$ cat config.mk
export PLATFORM = sky130hd
export DESIGN_NAME = wb_arbiter_flat
export DESIGN_NICKNAME = d
export VERILOG_FILES = /design/src/rtl/wb_arbiter_if.sv /design/src/rtl/wb_arbiter.sv /design/src/flat_wrapper.sv
export SDC_FILE = /design/constraint.sdc
export NUM_CORES = 1
export LEC_CHECK = 0
export BUFFER_PORTS_ARGS = -buffer_cell sky130_fd_sc_hd__buf_2
export CAP_MARGIN = 20
export CORE_MARGIN = 2
export CORE_UTILIZATION = 30
export CTS_BUF_LIST = sky130_fd_sc_hd__clkbuf_4
export DETAILED_ROUTE_END_ITERATION = 12
export PLACE_DENSITY = 0.53
export SLEW_MARGIN = 20
export SYNTH_ARGS = -nofsm -noshare
export SYNTH_HDL_FRONTEND = slang
export SYNTH_SLANG_ARGS = --single-unit
$ cat constraint.sdc
create_clock -name clk -period 6.5 [get_ports clk]
set_input_delay 1.3 -clock clk [delete_from_list [all_inputs] [get_ports clk]]
set_output_delay 1.3 -clock clk [all_outputs]
set_load 0.01 [all_outputs]
$ cat src/rtl/wb_arbiter_if.sv
// Writeback arbiter bus: ALU and load writeback requests, hazard queries and the
// register-file write port. The requester/register-file side is the master.
interface wb_arbiter_if #(
  parameter int WIDTH      = 64,
  parameter int BANK_WIDTH = 5
);
  logic                  alu_valid;
  logic [BANK_WIDTH-1:0] alu_rd;
  logic [WIDTH-1:0]      alu_data;
  logic                  alu_ready;

  logic                  ld_valid;
  logic [BANK_WIDTH-1:0] ld_rd;
  logic [WIDTH-1:0]      ld_data;
  logic                  ld_ready;

  logic [BANK_WIDTH-1:0] q1;
  logic [BANK_WIDTH-1:0] q2;
  logic                  pend1;
  logic                  pend2;

  logic                  we3;
  logic [BANK_WIDTH-1:0] wa3;
  logic [WIDTH-1:0]      wd3;

  modport master (
    output alu_valid, alu_rd, alu_data, ld_valid, ld_rd, ld_data, q1, q2,
    input  alu_ready, ld_ready, pend1, pend2, we3, wa3, wd3
  );

  modport slave (
    input  alu_valid, alu_rd, alu_data, ld_valid, ld_rd, ld_data, q1, q2,
    output alu_ready, ld_ready, pend1, pend2, we3, wa3, wd3
  );
endinterface

$ cat src/rtl/wb_arbiter.sv
// Single-port register-file writeback arbiter: ALU writes win, loads wait in a
// small FIFO, older buffered loads are squashed by newer ALU writes (WAW).
module wb_arbiter #(
  parameter int WIDTH        = 64,
  parameter int BANK_WIDTH   = 5,
  parameter int DEPTH        = 2,
  parameter int STARVE_LIMIT = 4
) (
  input  logic         clk,
  input  logic         reset_n,
  wb_arbiter_if.slave  bus
);
  localparam int PW = (DEPTH > 1) ? $clog2(DEPTH) : 1;
  localparam int CW = $clog2(DEPTH + 1);
  localparam int SW = $clog2(STARVE_LIMIT + 1);
  localparam logic [CW-1:0] DEPTH_C  = CW'(DEPTH);
  localparam logic [SW-1:0] STARVE_C = SW'(STARVE_LIMIT);
  localparam logic [PW-1:0] LAST_C   = PW'(DEPTH - 1);

  logic [BANK_WIDTH-1:0] r_rd   [DEPTH];
  logic [WIDTH-1:0]      r_data [DEPTH];
  logic [DEPTH-1:0]      r_live;
  logic [DEPTH-1:0]      r_squash;
  logic [PW-1:0]         r_wr_ptr;
  logic [PW-1:0]         r_rd_ptr;
  logic [CW-1:0]         r_count;
  logic [SW-1:0]         r_starve;
  logic                  r_we3;
  logic [BANK_WIDTH-1:0] r_wa3;
  logic [WIDTH-1:0]      r_wd3;

  logic                  w_alu_ready;
  logic                  w_ld_ready;
  logic                  w_alu_wr;
  logic                  w_push;
  logic                  w_pop;
  logic                  w_head_issue;
  logic [DEPTH-1:0]      w_live_nxt;
  logic [DEPTH-1:0]      w_squash_nxt;
  logic                  w_pend1;
  logic                  w_pend2;

  function automatic logic [PW-1:0] ptr_inc(input logic [PW-1:0] p);
    return (p == LAST_C) ? '0 : p + 1'b1;
  endfunction

  // An ALU request to r0 is accepted but never writes; a load to r0 handshakes
  // but is never buffered. The head pops whenever the ALU does not take the port.
  always_comb begin
    w_alu_ready  = (r_starve != STARVE_C);
    w_ld_ready   = (r_count < DEPTH_C);
    w_alu_wr     = bus.alu_valid && w_alu_ready && (bus.alu_rd != '0);
    w_push       = bus.ld_valid && w_ld_ready && (bus.ld_rd != '0);
    w_pop        = !w_alu_wr && (r_count != '0);
    w_head_issue = w_pop && !r_squash[r_rd_ptr];
  end

  // NOTE: every signal written in an always_comb gets a default first, so no
  // path leaves it unassigned and no latch is inferred.
  always_comb begin
    w_live_nxt   = r_live;
    w_squash_nxt = r_squash;
    if (w_alu_wr) begin
      for (int i = 0; i < DEPTH; i++) begin
        if (r_live[i] && (r_rd[i] == bus.alu_rd)) w_squash_nxt[i] = 1'b1;
      end
    end
    if (w_pop) w_live_nxt[r_rd_ptr] = 1'b0;
    if (w_push) begin
      w_live_nxt[r_wr_ptr]   = 1'b1;
      w_squash_nxt[r_wr_ptr] = w_alu_wr && (bus.ld_rd == bus.alu_rd);
    end
  end

  always_comb begin
    w_pend1 = 1'b0;
    w_pend2 = 1'b0;
    for (int i = 0; i < DEPTH; i++) begin
      if (r_live[i] && !r_squash[i]) begin
        if ((bus.q1 != '0) && (r_rd[i] == bus.q1)) w_pend1 = 1'b1;
        if ((bus.q2 != '0) && (r_rd[i] == bus.q2)) w_pend2 = 1'b1;
      end
    end
  end

  // NOTE: state registers use non-blocking assignments so every flop samples
  // the pre-edge values regardless of statement order.
  always_ff @(posedge clk or negedge reset_n) begin
    if (!reset_n) begin
      r_live   <= '0;
      r_squash <= '0;
      r_wr_ptr <= '0;
      r_rd_ptr <= '0;
      r_count  <= '0;
      r_starve <= '0;
      r_we3    <= 1'b0;
      r_wa3    <= '0;
      r_wd3    <= '0;
    end else begin
      r_live   <= w_live_nxt;
      r_squash <= w_squash_nxt;
      if (w_push) r_wr_ptr <= ptr_inc(r_wr_ptr);
      if (w_pop)  r_rd_ptr <= ptr_inc(r_rd_ptr);
      r_count  <= r_count + CW'(w_push) - CW'(w_pop);
      if (w_pop)
        r_starve <= '0;
      else if ((r_count != '0) && (r_starve != STARVE_C))
        r_starve <= r_starve + 1'b1;
      r_we3 <= w_alu_wr || w_head_issue;
      if (w_alu_wr) begin
        r_wa3 <= bus.alu_rd;
        r_wd3 <= bus.alu_data;
      end else if (w_head_issue) begin
        r_wa3 <= r_rd[r_rd_ptr];
        r_wd3 <= r_data[r_rd_ptr];
      end
    end
  end

  // NOTE: the payload array is deliberately not reset; the live bits alone
  // decide which entries are meaningful, so stale contents are harmless.
  always_ff @(posedge clk) begin
    if (w_push) begin
      r_rd[r_wr_ptr]   <= bus.ld_rd;
      r_data[r_wr_ptr] <= bus.ld_data;
    end
  end

  assign bus.alu_ready = w_alu_ready;
  assign bus.ld_ready  = w_ld_ready;
  assign bus.pend1     = w_pend1;
  assign bus.pend2     = w_pend2;
  assign bus.we3       = r_we3;
  assign bus.wa3       = r_wa3;
  assign bus.wd3       = r_wd3;
endmodule

$ cat src/flat_wrapper.sv
// flat-port wrapper written by rule: the top's interface ports become plain ports
module wb_arbiter_flat 
#(
  parameter int WIDTH        = 64,
  parameter int BANK_WIDTH   = 5,
  parameter int DEPTH        = 2,
  parameter int STARVE_LIMIT = 4
)
  (clk, reset_n, bus_alu_valid, bus_alu_rd, bus_alu_data, bus_ld_valid, bus_ld_rd, bus_ld_data, bus_q1, bus_q2, bus_alu_ready, bus_ld_ready, bus_pend1, bus_pend2, bus_we3, bus_wa3, bus_wd3);
  wb_arbiter_if #(.WIDTH(WIDTH), .BANK_WIDTH(BANK_WIDTH)) bus_i ();
  input  logic clk;
  input  logic reset_n;
  input wire logic [$bits(bus_i.alu_valid)-1:0] bus_alu_valid;
  input wire logic [$bits(bus_i.alu_rd)-1:0] bus_alu_rd;
  input wire logic [$bits(bus_i.alu_data)-1:0] bus_alu_data;
  input wire logic [$bits(bus_i.ld_valid)-1:0] bus_ld_valid;
  input wire logic [$bits(bus_i.ld_rd)-1:0] bus_ld_rd;
  input wire logic [$bits(bus_i.ld_data)-1:0] bus_ld_data;
  input wire logic [$bits(bus_i.q1)-1:0] bus_q1;
  input wire logic [$bits(bus_i.q2)-1:0] bus_q2;
  output wire logic [$bits(bus_i.alu_ready)-1:0] bus_alu_ready;
  output wire logic [$bits(bus_i.ld_ready)-1:0] bus_ld_ready;
  output wire logic [$bits(bus_i.pend1)-1:0] bus_pend1;
  output wire logic [$bits(bus_i.pend2)-1:0] bus_pend2;
  output wire logic [$bits(bus_i.we3)-1:0] bus_we3;
  output wire logic [$bits(bus_i.wa3)-1:0] bus_wa3;
  output wire logic [$bits(bus_i.wd3)-1:0] bus_wd3;
  assign bus_i.alu_valid = bus_alu_valid;
  assign bus_i.alu_rd = bus_alu_rd;
  assign bus_i.alu_data = bus_alu_data;
  assign bus_i.ld_valid = bus_ld_valid;
  assign bus_i.ld_rd = bus_ld_rd;
  assign bus_i.ld_data = bus_ld_data;
  assign bus_i.q1 = bus_q1;
  assign bus_i.q2 = bus_q2;
  assign bus_alu_ready = bus_i.alu_ready;
  assign bus_ld_ready = bus_i.ld_ready;
  assign bus_pend1 = bus_i.pend1;
  assign bus_pend2 = bus_i.pend2;
  assign bus_we3 = bus_i.we3;
  assign bus_wa3 = bus_i.wa3;
  assign bus_wd3 = bus_i.wd3;
  wb_arbiter #(.WIDTH(WIDTH), .BANK_WIDTH(BANK_WIDTH), .DEPTH(DEPTH), .STARVE_LIMIT(STARVE_LIMIT)) u_core (.clk(clk), .reset_n(reset_n), .bus(bus_i));
endmodule
# Word level (Yosys, flattened, before mapping)
# Memories as Yosys holds them, arrays and structs flattened.
# Index checks and enable logic that the tools add are counted.
# word_totals
regBits	81
ram_bits	138
inputBits	152
output_inout_bits	74
wordCells	93
mem_count	2
# op_classes
addsub	5
n_lt_le_gt_ge	5
eq_ne	8
muxes	31
bitwise_logic	3
reduce_logical	30
# mem_list
name	words	word_bits	read_ports	rd_ports_with_merged_regs	wr	line	rtl
u_core.r_data	2	64	1	0	1	wb_arbiter.sv:21	logic [WIDTH-1:0] r_data [DEPTH];
u_core.r_rd	2	5	3	0	1	wb_arbiter.sv:20	logic [BANK_WIDTH-1:0] r_rd [DEPTH];
# ops
cell	count
two-way mux 64 bit	2
== test 5 bit	7
nonzero test 5 bit	4
logical AND 1 bit	18
two-way mux 1 bit	18
two-way mux 5 bit	2
two-way mux 2 bit	4
two-way mux 3 bit	2
nonzero test 2 bit	3
logical NOT 1 bit	4
< comparator 1 x 2 -> 1 bit, second input constant	2
adder 3 x 1 -> 3 bit, second input constant	1
inequality test 3 bit, second input constant	1
adder 1 bit, second input constant	2
adder 2 x 1 -> 2 bit	1
AND 2 bit	1
bitwise mux 2 bit	1
demux 1 bit (select 1 bit)	2
>= comparator 1 bit, second input constant	2
< comparator 2 bit, second input constant	1
NOT 2 bit	1
bitwise OR 2 bit	1
subtractor 2 x 1 -> 2 bit	1
logical OR 1 bit	1

# Logic depth before layout (Yosys ltp)
# Gate-level depths: netlist (run 1).
# depth
ltp_word	9
mapped_depth	11
mapped_depth_nobuf	8

# Least setup slack after synthesis (run 1)
# OpenSTA, ideal clock, no wires.
# synth_timing
path_kind	in2reg
start	input port bus_ld_rd[1]
end	memory u_core.r_data[0][0] (enable)
setup_ns	0.561
t_arrival_ns	3.026
t_required_ns	5.939
setup_slack_ns	2.913
path_stages	3
path_buffers	0
path_cell_list	or4_4 > o211ai_1 > inv_1
# synth_between
elab_chain_cells	4
# synth_rtl
element	line	rtl
start, declared	flat_wrapper.sv:17	input wire logic [$bits(bus_i.ld_rd)-1:0] bus_ld_rd;
nonzero test 5 bit	wb_arbiter.sv:53	w_push = bus.ld_valid && w_ld_ready && (bus.ld_rd != '0);
logical AND 1 bit	wb_arbiter.sv:53	
two-way mux 1 bit	wb_arbiter.sv:123	if (w_push) begin
two-way mux 1 bit (not written as such)	wb_arbiter.sv:125	r_data[r_wr_ptr] <= bus.ld_data;
end, declared	wb_arbiter.sv:21	
# No other way between the ends.

# Final worst setup path (run 1)
# layout_timing
start	input port bus_q1[4]
end	output port bus_pend1
# layout_between
elab_chain_cells	6
word_cells_on_any_way	9
classes_between	eq/ne: 2; mux: 4; reduce/logical: 3
# layout_rtl
element	line	rtl
start, declared	flat_wrapper.sv:19	input wire logic [$bits(bus_i.q1)-1:0] bus_q1;
== test 5 bit or nonzero test 5 bit (tied branches)	wb_arbiter.sv:80	if ((bus.q1 != '0) && (r_rd[i] == bus.q1)) w_pend1 = 1'b1;
logical AND 1 bit	wb_arbiter.sv:80	
two-way mux 1 bit	wb_arbiter.sv:80	
two-way mux 1 bit	wb_arbiter.sv:79	if (r_live[i] && !r_squash[i]) begin
two-way mux 1 bit	wb_arbiter.sv:80	
two-way mux 1 bit (*)	wb_arbiter.sv:79	
end, declared	flat_wrapper.sv:23	output wire logic [$bits(bus_i.pend1)-1:0] bus_pend1;
# Mark *: on every way between the ends. The rest lies on a longest branch, timed or not.

==> results.yml, run 1 <==
place:
  dp_hpwl_microns: 14100
  port_buffers: 225
  dp.cells: 1230
  post-place-ws_ns: 2.36
  place_congestion: 0.727
  dpl_cell_area_sq_um: 10700
die:
  die-height_microns: 179
  core_area_sq_um: 30400
  ioPinCount: 226
  die_w_microns: 179
  die-area_sq_um: 32100
  rows: 64
  start_util_pct: 30.3
power_and_ir_drop:
  total_power_mw: 5.04
  peakVddDrop_mv: 0.173
  p_int_mw: 3.35
  p_seq_share_pct: 42.3
  swShare_pct: 33.5
  power_density_nw_per_um2: 438
  p_sw_mw: 1.69
  leakage_nw: 4.87
  p_comb_share_pct: 32.7
  p_clk_share_pct: 25.0
clock_tree:
  path_clk_slew_ns: 0.06
  clk-insertion-delay-late_ns: 0.68
  cts_buffer_depth: 3
  cts_inserted_buffers: 60
  cts_resized: 0
  htreeDepth: 2
  clock-sinks: 219
  root_buffer: "clkbuf_4"
  holdBufCountCts: 0
  cts_tree: "done"
  cts_setup_buffers: 0
logic_synthesis:
  ys_seq_area_share_pct: 67.0
  ys_seq_elements: 219
  ys_warn_count: 0
  ys_types: 38
  syn_area_per_cell_sq_um: 14.5
  syn_area_sq_um: 9220
  syn_nets: 791
  syn_inst: 636
global_routing:
  grt_first_pass_wirelength_microns: 33800
  antenna_found_initial: 2
  globalRouteTotalUtil_pct: 13.8
  grt_max_degree: 78
  grt_overflow: 0
  first_global_vias: 6284
sta:
  hold_violations: 0
  setup-violations-final: 0
  fmax_ghz: 0.279
  holdWs_ns: 0.517
  worst_slew_pin_slew_ns: 0.880
  slew_headroom_pct: 41.3
  final_max_slew_viol_count: 0
  fin_tns_setup_ns: 0
  setup_slack_ns: 2.92
  finClkSkew_ns: 0.0280
  rsz0062_at_grt: "no"
  final.period_utilization_pct: 55.1
  period_needed_ns: 3.58
layout:
  utilization_pct: 37.8
  syn_to_final_growth_pct: 24.8
  layout_common_cells: "buf_2, edfxtp_1, clkbuf_4, nand2_1, dfrtp_1"
  final_common_cell: "buf_2"
  drive_gt1_share_pct: 42.9
  fin_area_sq_um: 11500
  final_nets: 1051
  fillers: 3038
  instances_no_fill: 1346
drt:
  vias: 5988
  wire_per_inst_microns: 16.6
  vias_per_cell: 4.45
  drt-initial-drc-count: 218
  final_antenna_net_count: 0
  drt-total-wl_microns: 22300
  drcViolationCount: 0
  firstDrtPassIters: 4
worst_setup_path:
  start_kind: "input port"
  setup.worst_path.class: "input port to output port"
  arrival_ns: 2.28
  required_ns: 5.20
  cp-end-kind: "output port"
  path_max_fanout: 3
  regToRegSetupSlack_ns: 3.81
run_status:
  status: "completed"
flow_run:
  cap_violations: 0
worst_hold_path:
  hold_class: "flop to flop"
-- path summary, 6_finish.rpt --
path                             startpoint                  to  cells past startpoint
setup / recovery                  bus_q1[4]           bus_pend1                      6
hold / removal             u_core.r_live[1]    u_core.r_live[1]                      1
setup reg to reg            u_core.r_rd_ptr  u_core.bus.wd3[62]                      5
hold reg to reg            u_core.r_live[1]    u_core.r_live[1]                      1
max in group asynchronous           reset_n     u_core.r_rd_ptr                      2
min in group asynchronous           reset_n  u_core.bus.wd3[11]                      1
-- cell usage after synthesis --
cell,n,area (sq um)
nand4_1,2,12.5
a2bb2oi_1,1,8.76
xnor2_1,14,123
dfrtp_1,81,2030
or2_2,1,6.26
o211a_1,1,10.0
or4_1,4,30.0
buf_2,8,40.0
or4_4,1,11.3
o211ai_1,2,15.0
xor2_1,23,201
o211a_4,1,17.5
inv_1,7,26.3
nor4_1,5,31.3
o2bb2ai_1,1,8.76
nor3_1,1,5.00
nand2_1,82,308
buf_6,10,113
and2b_1,1,7.51
and2_1,1,6.26
clkbuf_1,14,52.6
o21ai_2,2,17.5
nor2_1,3,11.3
buf_1,1,3.75
edfxtp_1,138,4140
mux2_2,69,777
o21ai_1,68,340
nand3_1,8,40.0
nand2b_1,1,6.26
o21ai_0,5,25.0
a21o_2,1,8.76
o221ai_1,1,8.76
nor2b_1,2,12.5
a21oi_1,2,10.0
ha_1,3,37.5
o31ai_2,1,12.5
mux2i_1,69,691
o311ai_0,1,8.76
-- sequential cells by signal (all words and copies together) (netlist names) --
name / flops
u_core.r_starve: 3
u_core.r_rd: 10
u_core.bus.wa3: 5
u_core.bus.we3: 1
u_core.r_live: 2
u_core.bus.wd3: 64
u_core.r_squash: 2
u_core.r_wr_ptr: 1
u_core.r_rd_ptr: 1
u_core.r_count: 2
u_core.r_data: 128
-- power by group through the flow --
| stage | Sequential (mW) | Combinational (mW) | Clock [mW] |
|---|---|---|---|
| 4_1_cts | 2.14 | 1.70 | 1.31 |
| 5_1_grt | 2.18 | 1.82 | 1.39 |
| 6_report | 2.13 | 1.65 | 1.26 |
| 3_5_place_dp | 2.17 | 1.69 | 0 |
| 3_3_place_gp | 2.15 | 1.68 | 0 |
| 2_1_floorplan | 2.19 | 1.09 | 0 |
-- worst max-delay path, cell delays in order --
cell and delay [ns]:
buf_2 0.12, xor2_1 0.14, nor4_1 0.31, nand3_1 0.11
a21oi_1 0.15, buf_2 0.14
-- layout make-up --
type | instances | area (sq um) | area share (%)
sequential | 219 | 6170 | 53.7
multi-input combinational | 377 | 2820 | 24.6
timing repair buffer | 231 | 1170 | 10.2
clock buffer | 91 | 683 | 5.94
tap | 396 | 495 | 4.31
clock inverter | 23 | 115 | 1.00
inverter | 7 | 27.5 | 0.239
antenna | 2 | 5.00 | 0.0435
-- layer usage --
layer	part of all wire, %	vias to the layer above	track usage (%)	routed length (microns)
met5	0.058	-	0	13
met4	2.8	2	5.75	634
met3	6.7	52	4.22	1490
met2	48	182	22.9	10800
met1	42	2865	16.6	9360
li1	-	2887	-	-
-- cell families after synthesis --
group                      share of synthesized area (%)
AOI/OAI and AO/OA                                   5.34
xor gates and xnor gates                            3.52
adders and majority gates                          0.407
buffers and inverters                               2.55
DFF                                                 67.0
muxes                                               15.9
and+or+nand+nor                                     5.30
Power figures use the tool's default switching activity.
==> run 2, diff against run 1 <==
==> constraint.sdc (replaced) <==
create_clock -name clk -period 3.5 [get_ports clk]
set_input_delay 0.7 -clock clk [delete_from_list [all_inputs] [get_ports clk]]
set_output_delay 0.7 -clock clk [all_outputs]
set_load 0.01 [all_outputs]
==> results.yml, run 2 (same netlist as run 1, synthesis figures left out) <==
power_and_ir_drop:
  p_sw_mw: 3.17
  swShare_pct: 32.8
  power_density_nw_per_um2: 829
  p_clk_share_pct: 27.0
  p_comb_share_pct: 32.1
  leakage_nw: 4.96
  p_int_mw: 6.49
  peakVddDrop_mv: 0.353
  p_seq_share_pct: 40.9
  total_power_mw: 9.66
worst_setup_path:
  path_cells: "xor2_1 -> nor4_1 -> nand3_1 -> a21oi_1 -> buf_2"
  setup.worst_path.class: "flop to output port"
  arrival_ns: 2.06
  required_ns: 2.80
  cp-end-kind: "output port"
  crit_slowest_cell: "edfxtp_1"
  start_kind: "flop"
  path_buf_inv: 1
  path_max_fanout: 4
  cpLargestDelayFamily: "flip-flops"
  cpPeakStageDelay_ns: 0.50
sta:
  fmax_ghz: 0.362
  final.period_utilization_pct: 78.9
  period_needed_ns: 2.76
  fin_tns_setup_ns: 0
  finClkSkew_ns: 0.0405
  worst_slew_pin_slew_ns: 0.767
  final_max_slew_viol_count: 0
  hold_violations: 0
  slew_headroom_pct: 48.9
  rsz0062_at_grt: "no"
  setup-violations-final: 0
drt:
  met2_length_microns: 10700
  top_layer_used: "met5"
  final_antenna_net_count: 0
  wire_per_inst_microns: 16.2
  vias: 6052
  dr_wl_met3_microns: 1460
  wl_met1_microns: 9110
  drt-total-wl_microns: 22000
  vias_per_cell: 4.47
  drcViolationCount: 0
  firstDrtPassIters: 5
  drt-initial-drc-count: 144
layout:
  drive_gt1_share_pct: 44.6
  final_nets: 1060
  largest_reg_flops: 128
  syn_to_final_growth_pct: 26.4
  utilization_pct: 38.3
  instances_no_fill: 1355
  layout_common_cells: "buf_2, edfxtp_1, clkbuf_4, nand2_1, dfrtp_1"
  fin_area_sq_um: 11600
  largest-register: "u_core.r_data"
  final_common_cell: "buf_2"
run_status:
  status: "completed"
die:
  die-area_sq_um: 32100
  start_util_pct: 30.3
  die_w_microns: 179
  rows: 64
  core_area_sq_um: 30400
  ioPinCount: 226
  die-height_microns: 179
global_routing:
  grt_max_degree: 56
  globalRouteTotalUtil_pct: 13.7
  antenna_found_initial: 3
  grt_first_pass_wirelength_microns: 33800
  grt_overflow: 0
  first_global_vias: 6361
clock_tree:
  cts_setup_buffers: 0
  cts_tree: "done"
  holdBufCountCts: 0
  cts_resized: 0
  root_buffer: "clkbuf_4"
  clk-insertion-delay-late_ns: 0.65
  htreeDepth: 3
  cts_buffer_depth: 3
  path_clk_slew_ns: 0.07
  clock-sinks: 219
  cts_inserted_buffers: 66
place:
  port_buffers: 225
  place_congestion: 0.790
  dpl_cell_area_sq_um: 10700
  dp.cells: 1233
  dp_hpwl_microns: 14200
flow_run:
  cap_violations: 0
worst_hold_path:
  hold_class: "input port to asynchronous set/reset pin"
[run 2: area by class of cell]
type	instances	area, sq um
Antenna cell	2	5.00
Clock buffer	104	781
Clock inverter	16	121
Fill cell	3046	18800
Inverter	7	27.5
Multi-Input combinational cell	377	2820
Sequential cell	219	6170
Tap cell	396	495
Timing Repair Buffer	234	1220
[run 2: metrics by stage]
stage	worst slack [ns]	hold WS, ns
3_5_place_dp	0.757	0.493
3_3_place_gp	0.808	0.487
5_1_grt	0.540	0.116
6_report	0.740	0.138
4_1_cts	0.663	0.0944
2_1_floorplan	0.513	0.404
[run 2: power groups by stage]
stage | Sequential, mW | Combinational, mW | Clock (mW)
after detailed placement | 4.02 | 3.18 | 0
after global routing | 4.05 | 3.43 | 2.87
after floorplan | 4.06 | 2.03 | 0
after CTS | 3.97 | 3.18 | 2.72
after global placement | 4.00 | 3.15 | 0
final | 3.95 | 3.10 | 2.61
[run 2: worst reg2reg max path, stage by stage (launching register included)]
cell and delay, ns:
dfrtp_4 0.72, mux2i_1 0.34, nand2_4 0.45, buf_12 0.39, mux2i_1 0.27, o21ai_1 0.07
[run 2: path summary, 6_finish.rpt]
check,start,cells past startpoint,end,slack [ns]
max,u_core.r_rd[0][4],5,bus_pend1,0.74
min,reset_n,1,u_core.bus.wd3[4],0.14
max reg2reg,u_core.r_rd_ptr,5,u_core.bus.wd3[61],1.15
min reg2reg,u_core.r_starve[2],1,u_core.r_starve[2],0.51
max in group asynchronous,reset_n,2,u_core.bus.wd3[23],2.69
min in group clk,bus_ld_data[62],1,u_core.r_data[1][62],0.24
[run 2: per-layer routing]
metal,global-route usage (%),vias up
li1,-,2907
met4,6.65,2
met2,22.7,200
met1,16.4,2883
met3,4.03,60
met5,0,-
